===== config.mk =====
export PLATFORM = sky130hd
export DESIGN_NAME = slice_cfg_loader
export DESIGN_NICKNAME = d
export VERILOG_FILES = /design/src/rtl/slice_cfg_pkg.sv /design/src/rtl/slice_cfg_loader_deserializer.sv /design/src/rtl/slice_cfg_loader.sv
export SDC_FILE = /design/constraint.sdc
export NUM_CORES = 1
export LEC_CHECK = 0
export ABC_AREA = 0
export ABC_CLOCK_PERIOD_IN_PS = 3800
export CAP_MARGIN = 0
export CORE_MARGIN = 1
export CORE_UTILIZATION = 36
export CTS_BUF_LIST = sky130_fd_sc_hd__clkbuf_4 sky130_fd_sc_hd__clkbuf_8
export CTS_CLUSTER_SIZE = 10
export DETAILED_ROUTE_END_ITERATION = 8
export DONT_BUFFER_PORTS = 1
export GPL_TIMING_DRIVEN = 0
export MAX_ROUTING_LAYER = met4
export PLACE_DENSITY = 0.6
export SLEW_MARGIN = 30
export SYNTH_ARGS = -nofsm -noshare
export SYNTH_HDL_FRONTEND = slang
export SYNTH_SLANG_ARGS = --single-unit
export TNS_END_PERCENT = 1

===== constraint.sdc =====
create_clock -name clk -period 3.8 [get_ports clk]
set_input_delay 0.76 -clock clk [delete_from_list [all_inputs] [get_ports clk]]
set_output_delay 0.76 -clock clk [all_outputs]
set_load 0.03 [all_outputs]

===== src/rtl/slice_cfg_pkg.sv =====
// rtl/slice_cfg_pkg.sv - shared types, sizing functions and field offsets for the slice config loader
package slice_cfg_pkg;

    typedef enum logic [1:0] {
        IDLE   = 2'd0,
        LOAD   = 2'd1,
        COMMIT = 2'd2
    } cfg_state_t;

    function automatic int cfg_size(input int base);
        return (2 ** base) + 1;
    endfunction

    function automatic int total_bits(input int base, input int luts);
        return luts * 2 * cfg_size(base) + 1 + $clog2(luts);
    endfunction

    function automatic int num_words(input int base, input int luts, input int word_w);
        return (total_bits(base, luts) + word_w - 1) / word_w;
    endfunction

    function automatic int lut_offset(input int base, input int idx);
        return idx * 2 * cfg_size(base);
    endfunction

    function automatic int use_cc_offset(input int base, input int luts);
        return luts * 2 * cfg_size(base);
    endfunction

    // Mux select sits directly above the carry-chain enable, at the top of the image.
    function automatic int mux_offset(input int base, input int luts);
        return use_cc_offset(base, luts) + 1;
    endfunction

    localparam int DEF_S_XX_BASE     = 4;
    localparam int DEF_NUM_LUTS      = 4;
    localparam int DEF_WORD_W        = 8;
    localparam int DEF_CFG_SIZE      = cfg_size(DEF_S_XX_BASE);
    localparam int DEF_LUT_OFFSET_1  = lut_offset(DEF_S_XX_BASE, 1);
    localparam int DEF_USE_CC_OFFSET = use_cc_offset(DEF_S_XX_BASE, DEF_NUM_LUTS);
    localparam int DEF_MUX_OFFSET    = mux_offset(DEF_S_XX_BASE, DEF_NUM_LUTS);

endpackage


===== src/rtl/slice_cfg_loader_deserializer.sv =====
// rtl/slice_cfg_loader_deserializer.sv - word counter, indexed image write and running XOR
module cfg_word_deserializer
    import slice_cfg_pkg::*;
#(
    parameter int WORD_W     = 8,
    parameter int TOTAL_BITS = 139,
    parameter int NUM_WORDS  = 18,
    parameter int NUM_XFER   = 18
) (
    input  logic                  clk,
    input  logic                  rst_n,
    input  logic                  clear,
    input  logic                  capture,
    input  logic [WORD_W-1:0]     data,
    output logic                  last_word,
    output logic [WORD_W-1:0]     xor_acc,
    output logic [TOTAL_BITS-1:0] image
);

    localparam int CNT_W = $clog2(NUM_WORDS + 1);
    localparam int PAD_W = NUM_WORDS * WORD_W;

    logic [CNT_W-1:0] count;
    logic [PAD_W-1:0] words_q;

    assign last_word = (count == CNT_W'(NUM_XFER - 1));

    // The counter parks on the final index so it cannot wrap before the next clear.
    always_ff @(posedge clk or negedge rst_n) begin
        if (!rst_n) begin
            count   <= '0;
            xor_acc <= '0;
        end else if (clear) begin
            count   <= '0;
            xor_acc <= '0;
        end else if (capture) begin
            xor_acc <= xor_acc ^ data;
            if (!last_word) begin
                count <= count + 1'b1;
            end
        end
    end

    // A checksum word lands on index NUM_WORDS and therefore never touches the image.
    always_ff @(posedge clk or negedge rst_n) begin
        if (!rst_n) begin
            words_q <= '0;
        end else if (capture) begin
            for (int w = 0; w < NUM_WORDS; w++) begin
                if (count == CNT_W'(w)) begin
                    words_q[w*WORD_W +: WORD_W] <= data;
                end
            end
        end
    end

    assign image = words_q[TOTAL_BITS-1:0];

    generate
        if (PAD_W > TOTAL_BITS) begin : g_pad
            wire unused_pad = ^words_q[PAD_W-1:TOTAL_BITS];
        end
    endgenerate

endmodule


===== src/rtl/slice_cfg_loader.sv =====
// rtl/slice_cfg_loader.sv - slice configuration sequencer; optional checksum word via SLICE_CFG_PARITY_EN
module slice_cfg_loader
    import slice_cfg_pkg::*;
#(
    parameter int S_XX_BASE = 4,
    parameter int NUM_LUTS  = 4,
    parameter int WORD_W    = 8
) (
    input  logic                                          clk,
    input  logic                                          rst_n,
    input  logic                                          start,
    input  logic                                          abort,
    input  logic [WORD_W-1:0]                             cfg_data,
    input  logic                                          cfg_valid,
    output logic                                          cfg_ready,
    output logic [NUM_LUTS-1:0][2*cfg_size(S_XX_BASE)-1:0] luts_config_out,
    output logic                                          config_use_cc,
    output logic [$clog2(NUM_LUTS)-1:0]                   inter_lut_mux_config,
    output logic                                          cen,
    output logic                                          busy,
    output logic                                          done,
    output logic                                          err
);

    localparam int CFG_SIZE   = cfg_size(S_XX_BASE);
    localparam int LUT_W      = 2 * CFG_SIZE;
    localparam int MUX_LVLS   = $clog2(NUM_LUTS);
    localparam int TOTAL_BITS = total_bits(S_XX_BASE, NUM_LUTS);
    localparam int NUM_WORDS  = num_words(S_XX_BASE, NUM_LUTS, WORD_W);
    localparam int USE_CC_OFF = use_cc_offset(S_XX_BASE, NUM_LUTS);
    localparam int MUX_OFF    = mux_offset(S_XX_BASE, NUM_LUTS);
`ifdef SLICE_CFG_PARITY_EN
    localparam int NUM_XFER   = NUM_WORDS + 1;
`else
    localparam int NUM_XFER   = NUM_WORDS;
`endif

    cfg_state_t              state_q;
    cfg_state_t              state_d;
    logic                    capture;
    logic                    clear;
    logic                    fail;
    logic                    sum_ok;
    logic                    last_word;
    logic [WORD_W-1:0]       xor_acc;
    logic [TOTAL_BITS-1:0]   image;
    logic                    done_q;

    cfg_word_deserializer #(
        .WORD_W     (WORD_W),
        .TOTAL_BITS (TOTAL_BITS),
        .NUM_WORDS  (NUM_WORDS),
        .NUM_XFER   (NUM_XFER)
    ) u_deser (
        .clk       (clk),
        .rst_n     (rst_n),
        .clear     (clear),
        .capture   (capture),
        .data      (cfg_data),
        .last_word (last_word),
        .xor_acc   (xor_acc),
        .image     (image)
    );

`ifdef SLICE_CFG_PARITY_EN
    // At the checksum word the accumulator holds the XOR of all data words only.
    assign sum_ok = (cfg_data == xor_acc);

    logic err_q;
    always_ff @(posedge clk or negedge rst_n) begin
        if (!rst_n) begin
            err_q <= 1'b0;
        end else if (clear) begin
            err_q <= 1'b0;
        end else if (fail) begin
            err_q <= 1'b1;
        end
    end
    assign err = err_q;
`else
    assign sum_ok = 1'b1;
    assign err    = 1'b0;
    wire unused_chk = ^{xor_acc, fail};
`endif

    always_comb begin
        state_d = state_q;
        capture = 1'b0;
        clear   = 1'b0;
        fail    = 1'b0;
        unique case (state_q)
            IDLE: begin
                if (start) begin
                    state_d = LOAD;
                    clear   = 1'b1;
                end
            end
            LOAD: begin
                if (abort) begin
                    state_d = IDLE;
                end else if (cfg_valid) begin
                    capture = 1'b1;
                    if (last_word) begin
                        if (sum_ok) begin
                            state_d = COMMIT;
                        end else begin
                            state_d = IDLE;
                            fail    = 1'b1;
                        end
                    end
                end
            end
            COMMIT: state_d = IDLE;
            default: state_d = IDLE;
        endcase
    end

    always_ff @(posedge clk or negedge rst_n) begin
        if (!rst_n) begin
            state_q <= IDLE;
            done_q  <= 1'b0;
        end else begin
            state_q <= state_d;
            done_q  <= (state_q == COMMIT);
        end
    end

    assign cfg_ready = (state_q == LOAD);
    assign cen       = (state_q == COMMIT);
    assign busy      = (state_q != IDLE);
    assign done      = done_q;

    generate
        for (genvar i = 0; i < NUM_LUTS; i++) begin : g_lut
            assign luts_config_out[i] = image[i*LUT_W +: LUT_W];
        end
    endgenerate

    assign config_use_cc        = image[USE_CC_OFF];
    assign inter_lut_mux_config = image[MUX_OFF +: MUX_LVLS];

endmodule


Word-level counts from Yosys, hierarchy flattened
Index checks and enable logic that the tools add are counted.
{"block": "classes", "addsub": 1, "eq_ne": 23, "n_mux": 13, "reduce_logical": 24}
{"cell": "$eq 5x4->1 const B", "n": 8}
{"cell": "$reduce_and 2->1", "n": 19}
{"cell": "$eq 5x3->1 const B", "n": 4}
{"cell": "$mux 5", "n": 3}
{"cell": "$eq 5x2->1 const B", "n": 2}
{"cell": "$eq 5x5->1 const B", "n": 2}
{"cell": "$mux 2", "n": 4}
{"cell": "$add 5x1->5 const B", "n": 1}
{"cell": "$eq 5x1->1 const B", "n": 1}
{"cell": "$logic_not 5->1", "n": 1}
{"cell": "$mux 1", "n": 5}
{"cell": "$ne 2x2->1 const B", "n": 2}
{"cell": "$pmux 2 s2", "n": 1}
{"cell": "$reduce_bool 2->1", "n": 2}
{"cell": "$ne 3x2->1 const B", "n": 1}
{"cell": "$ne 3x3->1 const B", "n": 1}
{"cell": "$reduce_and 3->1", "n": 1}
{"cell": "$eq 2x1->1 const B", "n": 1}
{"cell": "$eq 2x2->1 const B", "n": 1}
{"cell": "$logic_not 2->1", "n": 1}
{"block": "word_totals", "reg_bits": 147, "inputBits": 13, "out_inout_bits": 144, "wordCells": 82}

Logic depth before layout (Yosys ltp)
Gate-level depths: netlist of run 1.
{"block": "logic_depth", "depth_word": 5, "ltp_mapped": 6}

Hierarchy
From an unflattened synthesis of run 1, not the netlist that was laid out.
{"block": "unflattened", "cells_unflattened": 408, "hier_area_um2": 6244.7}
{"mod": "cfg_word_deserializer", "instances": 1, "cells_each": 393, "area_per_inst_um2": 6087.1}
{"mod": "slice_cfg_loader", "instances": 1, "cells_each": 15, "area_per_inst_um2": 157.7}

Worst setup path after synthesis of run 1
No wires, ideal clock.
{"block": "synth_timing", "path_kind": "input-to-reg", "start": "in abort", "end": "reg u_deser.words_q[100]", "setup_ns": 0.125, "arrival_time_ns": 1.829, "required_time_ns": 3.675, "setup_slack_ns": 1.846, "stages": 5, "path_buffers": 2, "cell_sequence": "and4bb_1 -> buf_6 -> and4_4 -> buf_6 -> mux2_2"}
{"block": "synth_between", "elab_chain_len": 3}
{"item": "start, declared", "line_no": "slice_cfg_loader.sv:12", "source": "input logic abort,"}
{"item": "$mux 1", "line_no": "slice_cfg_loader.sv:99", "source": "if (abort) begin"}
{"item": "$mux 1", "line_no": "slice_cfg_loader.sv:91", "source": "unique case (state_q)"}
{"item": "$reduce_and 2->1 (no source line)"}
{"item": "end signal, assigned by index", "line_no": "slice_cfg_loader_deserializer.sv:51", "source": "words_q[w*WORD_W +: WORD_W] <= data;"}
{"item": "end, declared", "line_no": "slice_cfg_loader_deserializer.sv:24", "source": "logic [PAD_W-1:0] words_q;"}
Every way passes these cells.
A chain may end at the register's enable or synchronous reset.

Worst setup path after layout of run 1
{"block": "layout_timing", "start": "reg state_q[0]", "end": "out busy"}
{"block": "layout_between", "elab_chain_len": 1}
{"item": "start, declared", "line_no": "slice_cfg_loader.sv:38", "source": "cfg_state_t state_q;"}
{"item": "start signal, assigned", "line_no": "slice_cfg_loader.sv:123", "source": "state_q <= state_d;"}
{"item": "$reduce_bool 2->1", "line_no": "slice_cfg_loader.sv:130", "source": "assign busy = (state_q != IDLE);"}
{"item": "end, declared", "line_no": "slice_cfg_loader.sv:20", "source": "output logic busy,"}
Every way passes these cells.

==> metrics.md, run 1 <==
| Metric | Value |
|---|---|
| Outcome | finished, violations left |
| Violated checks | hold timing |
| Die W | approximately 130 um |
| Layout cells sized above 1 | 53.0% |
| Sequential area share after synthesis | between 60% and 70% |
| Critical path's slowest cell | dfrtp_1 |
| Setup crit end kind | primary output |
| Slack of the critical path | roughly 1.7 ns |
| Clk sinks | between 100 and 150 |
| Final Wtd Congestion | between 0.7 and 0.8 |
| Number of DRC markers in iteration 0 | between 100 and 150 |
| Hold Vio Cnt, Final | 1 |
| DRC | 0 |
| Synth Instances | 368 |
| Crit-path max cell delay | between 0.4 and 0.5 ns |
| Critical path class | register to primary output |
| RSZ-0062 raised after global routing | no |
| Post-synth ARST share | 100% |
| Dpl ws | between 1.5 and 2 ns |
| H-tree lvl count | 4 |
| Total grt overflow | 0 |
| Syn avg cell area | 16.3 sq um |
| Vias in the first global route | roughly 3.4k |
| Startpoint type of the worst setup path | register |
| Worst Tran Pin Value | ~0.64 ns |
| Sum Neg Setup Slack | 0 ns |
| Final WL | 13.8 mm |
| Buf/Inv on CP | 0 |
| Prevailing post-synth register cell | dfrtp_1 |
| Ys Warns | 0 |
| Row count | 46 |
| Total CTS buffers | 17 |
| Number of antenna diodes | 0 |
| Final setup violation count | 0 |
| Top delay family on crit path | flip-flops |
| Top routing layer used | met4 |
| Hold crit path type | input pin to async pin |
| Crit-path max FO | 7 |
| Clk buf depth | 2 |
| Number of synthesized flops with an enable pin | 0 |
| Leakage Power | ~0.0034 uW |
| CP Cell Sequence | or2_2 |
| Worst slew margin | between 50% and 60% |
| Syn-to-layout area delta | 12.0% |
| Die span in y | around 130 um |
| Synth cell types | 40 |
| TritonRoute pass-1 iters | 4 |
| Initial antenna violation count | 0 |
| Cell Area, Placed | ~6300 sq um |
| Ports | approximately 160 |
| Met3 Routed Length | 770 um |
| DIE AREA | between 15000 and 20000 sq um |
| DR WL/cell | approximately 22 um |
| PortBufs | 0 |
| Initial Util | a little under two fifths |
| Final Slew Violations | 0 |
| Skew final | 0.00844 ns |
| Final hold slack | -0.000996 ns |
| Critical Path RT | a little over 3 ns |
| Largest net degree at the start of global routing | ~150 |
| # nets final | 405 |
| First-pass GRT wire length | about 21 mm |
| Core footprint | 16100 sq um |
| CTS root buffer | clkbuf_8 |
| Clock-pin slew on the worst setup and hold paths | 0.08 ns |
| Met1 Wirelength | between 5 and 6 mm |
| Fin crit share | around 54% |
| WL met2 | approximately 6.9 mm |
| Final Critical Period | 2.06 ns |
| Most frequent cells in the layout | 147 x dfrtp_1, 122 x mux2_2, 19 x clkbuf_8 |
| Worst Path Arrival | between 1 and 1.5 ns |
| Clk Latency, worst-skew pair | roughly 0.45 ns |
| FMAX | just under 500 MHz |
| Pwr per Cell Area | ~550 nW/um^2 |
| Vias per cell | between 5 and 6 |
| Worst VDD drop | roughly 0.27 mV |
| CTS tree | yes |
| DR vias | ~3.1k |
| Dpl hpwl | around 9.2 mm |
| Design area | ~6700 sq um |
| Most common cell after layout, fill and taps aside | dfrtp_1 |
| GRT Overall Usage | between 15 and 20% |
| Synth Net Count | about 390 |
| Antenna Nets Post-Route | 0 |
| Synth Cell Area | about 6000 sq um |
| Max-cap violations | 0 |
| Seq cells post-synth | roughly 150 |
==> flip-flops by register name, summed over array words and instances (netlist names) <==
| name | count |
|---|---|
| u_deser.count | 5 |
| done | 1 |
| state_q | 2 |
| u_deser.words_q | 139 |
==> what timing repair did <==
| action | CTS | global route |
|---|---|---|
| buffers inserted | 0 | 0 |
| hold endpoints to repair | 147 | 147 |
| gates resized for setup | 0 | 0 |
==> power by group <==
part	total, uW	internal (uW)	switching, uW
sequential	2070	1690	379
combinational	250	148	103
clock	1380	814	562
total	3700	2660	1040
==> layout make-up <==
cell class              count  area [sq um]
flip-flops and latches    147          3680
clock buffers              20           269
plain buffers              20           145
inverters                   5          18.8
well taps                 216           270
clock inverters            10           181
multi-input cells         196          2160
fillers                  1470          9330
==> metal layers <==
layer,GRT usage [%],vias to the layer above
li1,-,1340
met5,-,-
met4,7.25,0
met3,5.02,15
met1,21.1,1663
met2,27.4,100
==> synthesized netlist by cell type (all sizes together) (2+ instances only) <==
master,count,share of area (%)
o21ai,2,0.17
nand3,13,3.0
and2b,5,0.71
ha,5,1.0
inv,5,0.31
a21oi,3,0.25
buf,18,2.3
dfrtp,147,61
nor2,2,0.25
clkbuf,2,0.13
mux2,139,27
and4bb,2,0.42
and3,2,0.21
nand2,3,0.19
and4,3,0.56
nor2b,3,0.31
==> logic make-up (layout without fill, tap and decap cells) <==
logic type      count (synthesis)  after routing  share of synthesized area [%]
fa+ha+maj                       5              5                           1.04
other cells                     1              1                         0.0625
compound gates                 10             10                           1.08
simple gates                   41             41                           6.75
buf+inv                        25             55                           2.73
flops                         147            147                           61.3
mux                           139            139                           27.1
==> through the flow <==
step	utilization, %	hold slack (ns)	total power [uW]	cells
global placement	39.1	0.468	2340	584
floorplan	-	0.464	2270	368
detailed placement	39.1	0.468	2360	584
CTS	41.9	-0.0346	3750	614
finish	41.9	-0.000996	3700	614
global route	41.9	-0.0399	3860	614
==> path summary, 6_finish.rpt <==
check	startpoint	end	slack, ns	depth (start not counted)
min	rst_n	u_deser.words_q[113]$_DFFE_PN0P_	-0.001	0
min in group clk	cfg_data[7]	u_deser.words_q[119]$_DFFE_PN0P_	0.45	1
max in group asynchronous	rst_n	u_deser.count[4]$_DFFE_PN0P_	3.61	0
min reg2reg	u_deser.count[0]$_DFFE_PN0P_	u_deser.count[0]$_DFFE_PN0P_	0.60	1
max reg2reg	u_deser.count[0]$_DFFE_PN0P_	u_deser.words_q[101]$_DFFE_PN0P_	1.79	6
max	state_q[0]$_DFFE_PN0P_	busy	1.74	1
Note: power is estimated with default switching activity, not from simulation.
==> run 2: changes to the inputs <==
--- a/config.mk
+++ b/config.mk
@@ -6,7 +6,7 @@
 export NUM_CORES = 1
 export LEC_CHECK = 0
 export ABC_AREA = 0
-export ABC_CLOCK_PERIOD_IN_PS = 3800
+export ABC_CLOCK_PERIOD_IN_PS = 1690
 export CAP_MARGIN = 0
 export CORE_MARGIN = 1
 export CORE_UTILIZATION = 36
@@ -16,7 +16,7 @@
 export DONT_BUFFER_PORTS = 1
 export GPL_TIMING_DRIVEN = 0
 export MAX_ROUTING_LAYER = met4
-export PLACE_DENSITY = 0.6
+export PLACE_DENSITY = 0.62
 export SLEW_MARGIN = 30
 export SYNTH_ARGS = -nofsm -noshare
 export SYNTH_HDL_FRONTEND = slang
==> constraint.sdc (replaced) <==
create_clock -name clk -period 1.69 [get_ports clk]
set_input_delay 0.338 -clock clk [delete_from_list [all_inputs] [get_ports clk]]
set_output_delay 0.338 -clock clk [all_outputs]
set_load 0.03 [all_outputs]
==> run 2 against run 1 <==
The run ends with hold timing, setup timing left. Via count is 1.2% higher. Worst setup slack worse by 1.8 ns. Worst hold slack got worse by 0.42 ns. Sequential share of layout area down 0.87 points. Die area did not move. Largest cell class unchanged. First-iteration DRC count decreased by 31%. Clock skew grew 0.0026 ns. Core utilization up 0.72 points.
==> metrics.md, run 2 (synthesis gave the netlist of run 1 again) <==
| Metric | Value |
|---|---|
| Buf/Inv on CP | 2 (+2) |
| CTS root buffer | clkbuf_8 |
| Setup crit end kind | register |
| Met3 Routed Length | 861 um (+12%) |
| Met1 Wirelength | 6.13 mm (+4.6%) |
| Vias in the first global route | 3365 (-0.41%) |
| Combinational power share | 8.7% (+1.9 points) |
| Final WL | 14.1 mm (+2.5%) |
| Final Wtd Congestion | 0.751 (-4.7%) |
| Switching Share | 31.4% (+3.2 points) |
| Clk network pwr share | 31.4% (-5.8 points) |
| Core footprint | 16100 sq um (unchanged) |
| Most common cell after layout, fill and taps aside | dfrtp_1 |
| Reg power frac | 59.9% (+3.8 points) |
| DIE AREA | 17200 sq um (unchanged) |
| Max reg flops | 139 (unchanged) |
| Outcome | finished, violations left |
| Final setup violation count | 69 (+69) |
| Skew final | 0.0110 ns (+0.00260 ns) |
| RSZ-0062 raised after global routing | yes |
| Final Slew Violations | 0 (unchanged) |
| Worst VDD drop | 0.527 mV (+96%) |
| Dpl hpwl | 9.17 mm (about the same) |
| Slack of the critical path | -0.0389 ns (-1.78 ns) |
| Syn-to-layout area delta | 13.9% |
| Clk buf depth | 2 (unchanged) |
| PnR Total Power | 7780 uW (+110%) |
| Fin crit share | 102% |
| Hold-fix buffers, CTS | 8 |
| Top routing layer used | met4 |
| Total grt overflow | 0 (unchanged) |
| DR vias | 3156 (+1.2%) |
| Worst Tran Pin Value | 0.632 ns (-0.00486 ns) |
| Violated checks | hold timing, setup timing |
| Hold Vio Cnt, Final | 147 (+146) |
| Critical path class | register to register |
| Initial antenna violation count | 0 (unchanged) |
| Most frequent cells in the layout | 144 x dfrtp_1, 108 x mux2_2, 30 x mux2_4 |
| Ports | 157 (unchanged) |
| Largest net degree at the start of global routing | 148 (unchanged) |
| Clock-pin slew on the worst setup and hold paths | 0.08 ns (about the same) |
| Number of DRC markers in iteration 0 | 93 (-31%) |
| Final hold slack | -0.419 ns (-0.418 ns) |
| Worst slew margin | 57.9% (+0.32 points) |
| Largest regs | u_deser.words_q x139, u_deser.count x5, state_q x2 |
| Die W | 131 um (unchanged) |
| WL met2 | 6.81 mm (-1.0%) |
| DRC | 0 (unchanged) |
| Most common cell on crit path | buf_6 |
| Antenna Nets Post-Route | 0 (unchanged) |
| PortBufs | 0 (unchanged) |
| Final Critical Period | ~1.7 ns |
| Layout cells sized above 1 | 55.3% (+2.3 points) |
| Vias per cell | 5.03 (-1.0%) |
| Startpoint type of the worst setup path | register |
| Initial Util | 37.4% (unchanged) |
| DR WL/cell | 22.5 um (+0.26%) |
| Number of antenna diodes | 0 (unchanged) |
| Worst Path Arrival | 2.06 ns (+0.76 ns) |
| Crit-path max FO | 8 (+1) |
| Row count | 46 (unchanged) |
| Top delay family on crit path | flip-flops |
| Crit-path max cell delay | 0.46 ns (+0.03 ns) |
| Max-cap violations | 0 (unchanged) |
| First-pass GRT wire length | 21.8 mm (+1.9%) |
| Sw Pwr | 2450 uW (+130%) |
| CTS tree | yes |
| Critical path's slowest cell | dfrtp_2 |
| Most flops, register | u_deser.words_q |
| H-tree lvl count | 4 (unchanged) |
| TritonRoute pass-1 iters | 4 (unchanged) |
| Filler cell count | 1483 (+0.88%) |
| Total CTS buffers | 17 (unchanged) |
| Clk Latency, worst-skew pair | 0.45 ns (about the same) |
| CP Cell Sequence | buf_6 -> ha_2 -> and2b_2 -> buf_6 -> nand3_4 -> mux2_2 |
| Placed cell count | 584 (unchanged) |
| # nets final | 417 (+3.0%) |
| Final Non-Filler Cells | 628 (+2.3%) |
| GRT Overall Usage | 17.9% (+0.36 points) |
| FMAX | around 580 MHz |
| Critical Path RT | 2.02 ns (-1.02 ns) |
| Internal Power | 5340 uW (+100%) |
| Pwr per Cell Area | 1140 nW/um^2 (+110%) |
| Hold crit path type | input pin to async pin |
| Die span in y | 131 um (unchanged) |
| Clk sinks | 147 (unchanged) |
| Leakage Power | 0.00342 uW (+1.1%) |
[run 2: changes by cell type in the layout (fill, tap and decap cells not counted), moves of 3 or more]
| cell | previous run | this run |
|---|---|---|
| mux2_2 | 122 | 108 |
| clkinvlp_4 | 1 | 5 |
| dfrtp_1 | 147 | 144 |
| ha_1 | 5 | 2 |
| bufinv_16 | 5 | 0 |
| dfrtp_2 | 0 | 3 |
| buf_4 | 3 | 8 |
| dlygate4sd3_1 | 0 | 8 |
| mux2_4 | 16 | 30 |
[run 2: worst reg2reg max path: stages (launching register included)]
cell,delay [ns]
dfrtp_2,0.46
buf_6,0.13
ha_2,0.15
and2b_2,0.23
buf_6,0.14
nand3_4,0.15
mux2_2,0.36
[run 2: final timing paths]
path / startpoint / to / slack [ns] / cells after the start
worst max-delay path: u_deser.count[1]$_DFFE_PN0P_ / u_deser.words_q[48]$_DFFE_PN0P_ / -0.04 / 6
worst min-delay path: rst_n / u_deser.words_q[22]$_DFFE_PN0P_ / -0.42 / 0
worst max register to register: u_deser.count[1]$_DFFE_PN0P_ / u_deser.words_q[48]$_DFFE_PN0P_ / -0.04 / 6
worst min register to register: u_deser.count[0]$_DFFE_PN0P_ / u_deser.count[0]$_DFFE_PN0P_ / 0.68 / 2
max in group asynchronous: rst_n / u_deser.words_q[3]$_DFFE_PN0P_ / 1.84 / 0
min in group clk: cfg_data[2] / u_deser.words_q[114]$_DFFE_PN0P_ / 0.04 / 1
[run 2: final cells by class]
cell class / instances / area (sq um) / area share (%)
clock buffer: 20 / 269 / 3.93
clock inverter: 12 / 83.8 / 1.23
tap: 216 / 270 / 3.95
multi-input combinational: 196 / 2250 / 33.0
inverter: 5 / 18.8 / 0.274
timing repair buffer: 15 / 140 / 2.05
sequential: 147 / 3680 / 53.8
buffer: 17 / 121 / 1.77
[run 2: per-stage QoR]
stage | TNS (ns) | utilization (%) | area [sq um] | setup WS [ns] | hold slack (ns)
after floorplan | 0 | - | 6010 | 0.00849 | 0.0424
after global placement | -5.19 | 39.1 | 6280 | -0.142 | 0.0458
after detailed placement | -9.34 | 39.1 | 6280 | -0.202 | 0.0468
after CTS | -0.917 | 42.3 | 6800 | -0.0327 | -0.460
after global routing | -7.35 | 42.6 | 6840 | -0.118 | -0.459
final | -0.954 | 42.6 | 6840 | -0.0389 | -0.419
[run 2: power by group through the flow]
stage | sequential (uW) | combinational [uW] | clock, uW
6_report | 4660 | 678 | 2440
5_1_grt | 4700 | 732 | 2710
2_1_floorplan | 4630 | 486 | 0
4_1_cts | 4660 | 684 | 2540
3_3_place_gp | 4710 | 553 | 0
3_5_place_dp | 4730 | 578 | 0
[run 2: layer usage]
layer / up-vias / global-route usage, %
li1: 1362 / -
met1: 1673 / 21.8
met2: 100 / 26.9
met3: 21 / 6.13
met4: 0 / 7.52
met5: - / -
[run 2: timing repair]
| item | CTS | global route |
|---|---|---|
| setup buffers | 7 | 0 |
| endpoints found under the setup margin | 103 | 124 |
| hold endpoints to repair | 157 | 147 |
| gates resized for setup | 22 | 11 |
| pin swaps | 4 | 1 |
